--- config.mk ---
export PLATFORM = sky130hd
export DESIGN_NAME = dm_access_ctrl
export DESIGN_NICKNAME = d
export VERILOG_FILES = /design/src/rtl/dm_pkg.sv /design/src/rtl/dm_lat_counter.sv /design/src/rtl/dm_access_ctrl.sv
export SDC_FILE = /design/constraint.sdc
export NUM_CORES = 1
export LEC_CHECK = 0
export CORE_MARGIN = 1.5
export CORE_UTILIZATION = 30
export CTS_CLUSTER_DIAMETER = 150
export DETAILED_ROUTE_END_ITERATION = 6
export GPL_ROUTABILITY_DRIVEN = 0
export SLEW_MARGIN = 25
export SYNTH_ARGS = -nofsm -noshare
export SYNTH_HDL_FRONTEND = slang
export SYNTH_SLANG_ARGS = --single-unit
--- constraint.sdc ---
create_clock -name clk -period 1.8 [get_ports clk]
set_input_delay 0.36 -clock clk [delete_from_list [all_inputs] [get_ports clk]]
set_output_delay 0.36 -clock clk [all_outputs]
set_load 0.005 [all_outputs]
--- src/rtl/dm_pkg.sv ---
// Shared definitions for the data-memory access controller: state and operation
// encodings plus the default geometry and latencies agreed with the control unit and DR.
package dm_pkg;

    localparam int DM_ADDR_W    = 12;
    localparam int DM_DATA_W    = 16;
    localparam int DM_MEM_DEPTH = 4096;
    localparam int DM_RD_LAT    = 2;
    localparam int DM_WR_LAT    = 1;
    localparam int DM_CNT_W     = 4;

    typedef enum logic [1:0] {
        ST_IDLE  = 2'd0,
        ST_ISSUE = 2'd1,
        ST_WAIT  = 2'd2,
        ST_DONE  = 2'd3
    } dm_state_e;

    typedef enum logic {
        OP_READ  = 1'b0,
        OP_WRITE = 1'b1
    } dm_op_e;

    // Latency counter preset for the operation in flight.
    function automatic logic [DM_CNT_W-1:0] lat_value(input dm_op_e op, input int rd_lat,
                                                      input int wr_lat);
        lat_value = (op == OP_WRITE) ? DM_CNT_W'(wr_lat) : DM_CNT_W'(rd_lat);
    endfunction

endpackage

--- src/rtl/dm_lat_counter.sv ---
// Loadable 4-bit down-counter pacing the SRAM latency; load wins over decrement
// and the count never wraps below zero.
module dm_lat_counter
    import dm_pkg::*;
(
    input  logic                clk,
    input  logic                rst,
    input  logic                i_load,
    input  logic                i_dec,
    input  logic [DM_CNT_W-1:0] i_value,
    output logic                o_zero,
    output logic                o_one
);

    logic [DM_CNT_W-1:0] r_count;

    // Count register: load, saturating decrement, or hold.
    always_ff @(posedge clk or posedge rst) begin
        if (rst) begin
            r_count <= DM_CNT_W'(0);
        end else if (i_load) begin
            r_count <= i_value;
        end else if (i_dec && (r_count != DM_CNT_W'(0))) begin
            r_count <= r_count - DM_CNT_W'(1);
        end else begin
            r_count <= r_count;
        end
    end

    assign o_zero = (r_count == DM_CNT_W'(0));
    assign o_one  = (r_count == DM_CNT_W'(1));

endmodule

--- src/rtl/dm_access_ctrl.sv ---
// Data-memory access controller between the control unit / AR / DR and a
// fixed-latency synchronous SRAM port. All outputs come straight from flops.
module dm_access_ctrl
    import dm_pkg::*;
#(
    parameter int ADDR_W    = DM_ADDR_W,
    parameter int DATA_W    = DM_DATA_W,
    parameter int MEM_DEPTH = DM_MEM_DEPTH,
    parameter int RD_LAT    = DM_RD_LAT,
    parameter int WR_LAT    = DM_WR_LAT
) (
    input  logic              clk,
    input  logic              rst,
    input  logic              mem_rd,
    input  logic              mem_wr,
    input  logic [ADDR_W-1:0] addr,
    input  logic [DATA_W-1:0] wdata,
    output logic              busy,
    output logic              done,
    output logic              err,
    output logic [DATA_W-1:0] dr_data,
    output logic              dr_wr,
    output logic              sram_en,
    output logic              sram_we,
    output logic [ADDR_W-1:0] sram_addr,
    output logic [DATA_W-1:0] sram_wdata,
    input  logic [DATA_W-1:0] sram_rdata
);

    // Depth is clamped to the address span so the bound fits one extra bit.
    localparam int              ADDR_SPAN = 1 << ADDR_W;
    localparam int              DEPTH_EFF = (MEM_DEPTH < ADDR_SPAN) ? MEM_DEPTH : ADDR_SPAN;
    localparam logic [ADDR_W:0] DEPTH_LIM = (ADDR_W + 1)'(DEPTH_EFF);

    dm_state_e            r_state;
    dm_state_e            w_state_nxt;
    dm_op_e               r_op;
    dm_op_e               w_op_in;
    logic                 w_addr_ok;
    logic                 w_accept;
    logic                 w_reject;
    logic                 w_capture;
    logic                 w_cnt_load;
    logic                 w_cnt_dec;
    logic [DM_CNT_W-1:0]  w_cnt_value;
    logic                 w_cnt_zero;
    logic                 w_cnt_one;

    logic                 r_busy;
    logic                 r_done;
    logic                 r_err;
    logic                 r_dr_wr;
    logic                 r_sram_en;
    logic                 r_sram_we;
    logic [DATA_W-1:0]    r_dr_data;
    logic [ADDR_W-1:0]    r_sram_addr;
    logic [DATA_W-1:0]    r_sram_wdata;

    assign w_addr_ok   = ({1'b0, addr} < DEPTH_LIM);
    assign w_op_in     = mem_wr ? OP_WRITE : OP_READ;
    assign w_cnt_value = lat_value(r_op, RD_LAT, WR_LAT);

    dm_lat_counter u_lat_counter (
        .clk     (clk),
        .rst     (rst),
        .i_load  (w_cnt_load),
        .i_dec   (w_cnt_dec),
        .i_value (w_cnt_value),
        .o_zero  (w_cnt_zero),
        .o_one   (w_cnt_one)
    );

    // Next-state and control decode; commands are only looked at in IDLE.
    always_comb begin
        w_state_nxt = r_state;
        w_accept    = 1'b0;
        w_reject    = 1'b0;
        w_capture   = 1'b0;
        w_cnt_load  = 1'b0;
        w_cnt_dec   = 1'b0;
        case (r_state)
            ST_IDLE: begin
                if (mem_rd && mem_wr) begin
                    w_reject = 1'b1;
                end else if ((mem_rd || mem_wr) && !w_addr_ok) begin
                    w_reject = 1'b1;
                end else if (mem_rd || mem_wr) begin
                    w_accept    = 1'b1;
                    w_state_nxt = ST_ISSUE;
                end else begin
                    w_state_nxt = ST_IDLE;
                end
            end
            ST_ISSUE: begin
                w_cnt_load = 1'b1;
                if (w_cnt_value == DM_CNT_W'(0)) begin
                    w_state_nxt = ST_DONE;
                end else begin
                    w_state_nxt = ST_WAIT;
                end
            end
            ST_WAIT: begin
                w_cnt_dec = 1'b1;
                // Zero is unreachable here but is treated as expiry rather than wrapping.
                if (w_cnt_one || w_cnt_zero) begin
                    w_state_nxt = ST_DONE;
                    w_capture   = (r_op == OP_READ);
                end else begin
                    w_state_nxt = ST_WAIT;
                end
            end
            ST_DONE: begin
                w_state_nxt = ST_IDLE;
            end
            default: begin
                w_state_nxt = ST_IDLE;
            end
        endcase
    end

    // State, op and all output registers.
    always_ff @(posedge clk or posedge rst) begin
        if (rst) begin
            r_state      <= ST_IDLE;
            r_op         <= OP_READ;
            r_busy       <= 1'b0;
            r_done       <= 1'b0;
            r_err        <= 1'b0;
            r_dr_wr      <= 1'b0;
            r_sram_en    <= 1'b0;
            r_sram_we    <= 1'b0;
            r_dr_data    <= DATA_W'(0);
            r_sram_addr  <= ADDR_W'(0);
            r_sram_wdata <= DATA_W'(0);
        end else begin
            r_state   <= w_state_nxt;
            r_busy    <= (w_state_nxt != ST_IDLE);
            r_done    <= (w_state_nxt == ST_DONE);
            r_dr_wr   <= (w_state_nxt == ST_DONE) && (r_op == OP_READ);
            r_err     <= w_reject;
            r_sram_en <= w_accept;
            r_sram_we <= w_accept && (w_op_in == OP_WRITE);
            if (w_accept) begin
                r_op        <= w_op_in;
                r_sram_addr <= addr;
            end
            if (w_accept && (w_op_in == OP_WRITE)) begin
                r_sram_wdata <= wdata;
            end
            if (w_capture) begin
                r_dr_data <= sram_rdata;
            end
        end
    end

    assign busy       = r_busy;
    assign done       = r_done;
    assign err        = r_err;
    assign dr_wr      = r_dr_wr;
    assign dr_data    = r_dr_data;
    assign sram_en    = r_sram_en;
    assign sram_we    = r_sram_we;
    assign sram_addr  = r_sram_addr;
    assign sram_wdata = r_sram_wdata;

endmodule

---- Word-level counts from Yosys, hierarchy flattened ----
Cells that the tools add are included.
word-level totals
  register bits after elaboration ......... 57
  bits in latches ......................... 0
  memory bits (writable) .................. 0
  memory bits (read-only) ................. 0
  output and inout bits ................... 50
  memories ................................ 0
cells by class
  add/sub/neg operators ................... 1
  $mul .................................... 0
  div/mod/pow operators ................... 0
  order comparisons ....................... 0
  equal/unequal tests ..................... 5
  shift-type cells ........................ 0
  muxes and demuxes ....................... 18
  bitwise logic cells ..................... 1
  reduce and logical (&&, ||, !) cells .... 12
operators with widths
  cell                                              number
  2-to-1 mux 1 bit                                  13
  logical NOT 4 bit                                 2
  2-to-1 mux 4 bit                                  2
  one-hot mux 2 bit (4 select lines)                1
  == test 2 bit, second input constant              3
  == test 4 x 1 -> 1 bit, second input constant     1
  logical AND 1 bit                                 4
  2-to-1 mux 2 bit                                  2
  nonzero test 2 bit                                2
  nonzero test 4 bit                                1
  subtractor 4 x 1 -> 4 bit, second input constant  1
  == test 2 x 1 -> 1 bit, second input constant     1
  logical NOT 2 bit                                 1
  logical OR 1 bit                                  2
  NOT 1 bit                                         1

---- Longest topological paths before layout ----
  depth in word-level cells ............... 6
  gate-level depth with buffers ........... 6

---- Cells and area by module ----
From an unflattened synthesis, not the netlist that was laid out.
second synthesis, totals
  cell total of the unflattened synthesis .. 163
  area, all modules ....................... 2408.6 um^2
by module, submodules not included
  module          instances  cells an instance  area each (um^2)  sequential area each (um^2)
  dm_access_ctrl  1          132                2134.5            1326.3
  dm_lat_counter  1          31                 274.0             100.1

---- Least setup slack after synthesis ----
Ideal clock, no wire load.
  path kind ............................... reg-to-reg
  start ................................... reg r_state[0]
  end ..................................... reg r_dr_data[10] (netlist: dr_data[10])
  arrival ................................. 1715 ps
  required time ........................... 1675 ps
  path slack .............................. -40 ps
  cell stages (with the launch flop) ...... 7
  path buffers ............................ 1
  cell sequence ........................... dfrtp_1 inv_1 ha_1 inv_1 nor4b_4 buf_8 mux2_4
on the way
  word-level cells in the longest chain between the ends .. 2
ends and longest elaborated chain
  element                   RTL line               RTL
  start: declaration        dm_access_ctrl.sv:35   dm_state_e r_state;
  start signal: assignment  dm_access_ctrl.sv:136  r_state <= w_state_nxt;
  == test 2 bit             dm_access_ctrl.sv:81   case (r_state)
  2-to-1 mux 1 bit          dm_access_ctrl.sv:81
  end signal: assignment    dm_access_ctrl.sv:151  r_dr_data <= sram_rdata;
  end: declaration          dm_access_ctrl.sv:55   logic [DATA_W-1:0] r_dr_data;
Every way passes these cells.
A chain may end at the register's enable or synchronous reset.

---- Worst setup path in the final report ----
  start ................................... reg u_lat_counter.r_count[0]
  end ..................................... reg r_dr_data[1] (netlist: dr_data[1])
on the way
  word-level cells in the longest chain between the ends .. 4
  elaborated cells on any way between the ends .. 5
  those cells by class .................... eq/ne (1); mux (2); reduce/logical (2)
ends and longest elaborated chain
  element                                                      RTL line                                    RTL
  start: declaration                                           dm_lat_counter.sv:15                        logic [DM_CNT_W-1:0] r_count;
  start signal: assignment                                     dm_lat_counter.sv:22                        r_count <= i_value;
  start signal: assignment                                     dm_lat_counter.sv:24                        r_count <= r_count - DM_CNT_W'(1);
  start signal: assignment                                     dm_lat_counter.sv:26                        r_count <= r_count;
  == test 4 x 1 -> 1 bit or logical NOT 4 bit (tied branches)  dm_lat_counter.sv:31, dm_lat_counter.sv:30
  logical OR 1 bit *                                           dm_access_ctrl.sv:105                       if (w_cnt_one || w_cnt_zero) begin
  2-to-1 mux 1 bit *                                           dm_access_ctrl.sv:105
  2-to-1 mux 1 bit *                                           dm_access_ctrl.sv:81
Every way passes the cells marked *; elsewhere a longest branch is shown, timed or not.

==> impl_metrics.ini <==
[finish]
drive_gt1_frac = 0.296
regArea_mm2 = 0.00143
multi_input_area_um2 = 866
layout_commonest_cell = clkdlybuf4s50_1
layout_common_cells = 97 x clkdlybuf4s50_1, 57 x dfrtp_1, 34 x mux2_2, 12 x clkbuf_8, 10 x mux2_4
fillers = 655
final_cells = 376
area_delta_synth_final_pct = 62.3
n_antenna_cell = 0
nets = 328

[hold_path]
hold_path_class = in2async

[detailed_routing]
wl_per_cell_um = 13.3
viasPerCell = 4.36
ant_nets = 0
dr.first_iter.drc_count = 49
drc = 0
vias = 1638
routed_wl_um = 4980
firstDrtPassIters = 4

[global_route]
grt-ovfl-total = 0
antenna_found_initial = 0
grt_pass1_vias = 1575
grt_usage = 0.123
grt_pass1_wl_um = 7700
grt_max_degree = 30

[logic_synthesis]
synthMuxAreaShare = 0.228
synthArstFlopShare = 1.00
syn_nets = 211
synth_xor_area_frac = 0
postSynthAreaPerCell_um2 = 15.1
yosys_warnings = 0
synth_edf_count = 0
synth_seq_cells = 57
synthAdderAreaFrac = 0.0428
synth_top_family_by_area = multiplexers
yosysUniqueCellTypes = 25
netlist_area_mm2 = 0.00234
synth-simple-area-share = 0.0557
ys.flop_type = dfrtp_1
synth-compound-area-share = 0.0332
yosysSeqAreaShare = 0.611
synth_cells = 155

[critical_path]
crit_chain = inv_2 > ha_4 > o21ba_4 > nor4b_4 > buf_4 > buf_12 > mux2_2
setup.worst_path.start_class = flip-flop
crit_buf_inv = 3
arrival_ps = 1960
crit_family = flip-flops
path_class = reg2reg
crit_fanout = 8
critPathCaptureType = flip-flop
critPathSlowestCell = dfrtp_1
required_ps = 2020
slowest_delay_ps = 420

[place]
io_buffers = 97
dp_cells = 355
dp_hpwl_um = 3490

[floorplanning]
die_w_um = 91.2
die_h_um = 91.2
initial_utilization = 0.315
coreArea_mm2 = 0.00741
io_pins = 98
die_area_mm2 = 0.00832
rows = 31

[clocking]
cts_tree = yes
ctsHoldBuffers = 0
clock-sinks = 57
h-tree-depth = 3
clockBufferDepth = 2
clk_pin_slew_ps = 70
cts_made_buffers = 9
clock_latency_ps = 340
cts_root_buf = clkbuf_8

[timing]
fin_crit_sh = 0.964
timing_hold_violations_final = 0
setup_tns_ps = 0
fmax_mhz = 576
final-setup-viol-count = 0
skew_ps = 7.17
layout_min_cycle_time_ps = 1740
holdWs_ps = 411
max_slew.worst_pin.slew_ps = 422
drv_slew = 0
relSlewSlack = 0.718

[pwr]
p_leak_nw = 1.64
power_density_mw_per_mm2 = 1670
power_mw = 6.35
ir_drop_uv = 944

[status]
run_status = finished, final reports clean

[flow_run]
drv_cap = 0
path summary, 6_finish.rpt:
kind	from	endpoint	slack, ps	cells past startpoint
max	u_lat_counter.r_count[0]$_DFFE_PP0P_	dr_data[1]$_DFFE_PP0P_	60	7
min	rst	dr_data[8]$_DFFE_PP0P_	410	3
max reg2reg	u_lat_counter.r_count[0]$_DFFE_PP0P_	dr_data[1]$_DFFE_PP0P_	60	7
min reg2reg	sram_wdata[14]$_DFFE_PP0P_	sram_wdata[14]$_DFFE_PP0P_	500	1
max in group asynchronous	rst	u_lat_counter.r_count[2]$_DFFE_PP0P_	1090	3
min in group clk	sram_wdata[14]$_DFFE_PP0P_	sram_wdata[14]$_DFFE_PP0P_	500	1
registers in the layout, indices dropped and copies added (netlist names), 2 cells and up:
signal,flops
dr_data,16
r_state,2
sram_addr,12
sram_wdata,16
u_lat_counter.r_count,4
layout make-up:
class                           count  share of cell area
Timing Repair Buffer              109               0.294
Clock buffer                       12              0.0435
Tap cell                           99              0.0327
Inverter                           12              0.0119
Clock inverter                      4              0.0132
Multi-Input combinational cell     83               0.228
Sequential cell                    57               0.376
worst min-delay path: stages:
cell and delay [ps]:
clkdlybuf4s50_1 410, inv_2 60, buf_4 320
repair_timing:
item | 4_1_cts | 5_1_grt
setup buffers | 0 | 4
setup endpoints to repair | 0 | 16
gates resized for setup | 0 | 5
routing by layer:
| metal | global-route usage | up-vias | routed length (um) |
|---|---|---|---|
| met4 | 0.0508 | 0 | 69 |
| met3 | 0.0712 | 9 | 440 |
| met1 | 0.150 | 793 | 2100 |
| met2 | 0.175 | 62 | 2370 |
| met5 | 0 | - | 0 |
| li1 | - | 774 | - |
where the power goes:
part | leakage (nW) | switching [mW] | internal [mW] | total, mW
Sequential | 0.683 | 0.341 | 1.90 | 2.25
Combinational | 0.854 | 0.891 | 1.96 | 2.85
Clock | 0.105 | 0.498 | 0.749 | 1.25
Total | 1.64 | 1.73 | 4.62 | 6.35
cell families (layout without fill, tap and decap cells):
kind of cell    count (synthesis)  in the layout
flops                          57             57
mux                            44             44
simple gates                   21             21
fa+ha+maj                       8              8
compound gates                 10             10
buf+inv                        15            137
synthesized netlist by cell type, drive strengths merged, types with 2 or more instances:
| library cell | instances | area [um^2] |
|---|---|---|
| nor3b | 2 | 15.0 |
| or3 | 2 | 12.5 |
| nor2 | 2 | 7.51 |
| nand2 | 8 | 30.0 |
| mux2 | 44 | 533 |
| a31oi | 2 | 12.5 |
| a21oi | 2 | 10.0 |
| dfrtp | 57 | 1430 |
| nand3 | 2 | 10.0 |
| buf | 3 | 23.8 |
| inv | 12 | 45.0 |
| o21ai | 2 | 10.0 |
| ha | 8 | 100 |
| nor4b | 2 | 32.5 |
stage by stage:
step / setup slack (ps) / util / instance area (um^2)
final: 64.1 / 0.512 / 3790
after global routing: -6.14 / 0.512 / 3790
after detailed placement: -164 / 0.474 / 3510
after global placement: -153 / 0.474 / 3510
after CTS: 3.12 / 0.503 / 3720
after floorplan: 11.3 / - / 2350
Power figures use the tool's default switching activity.
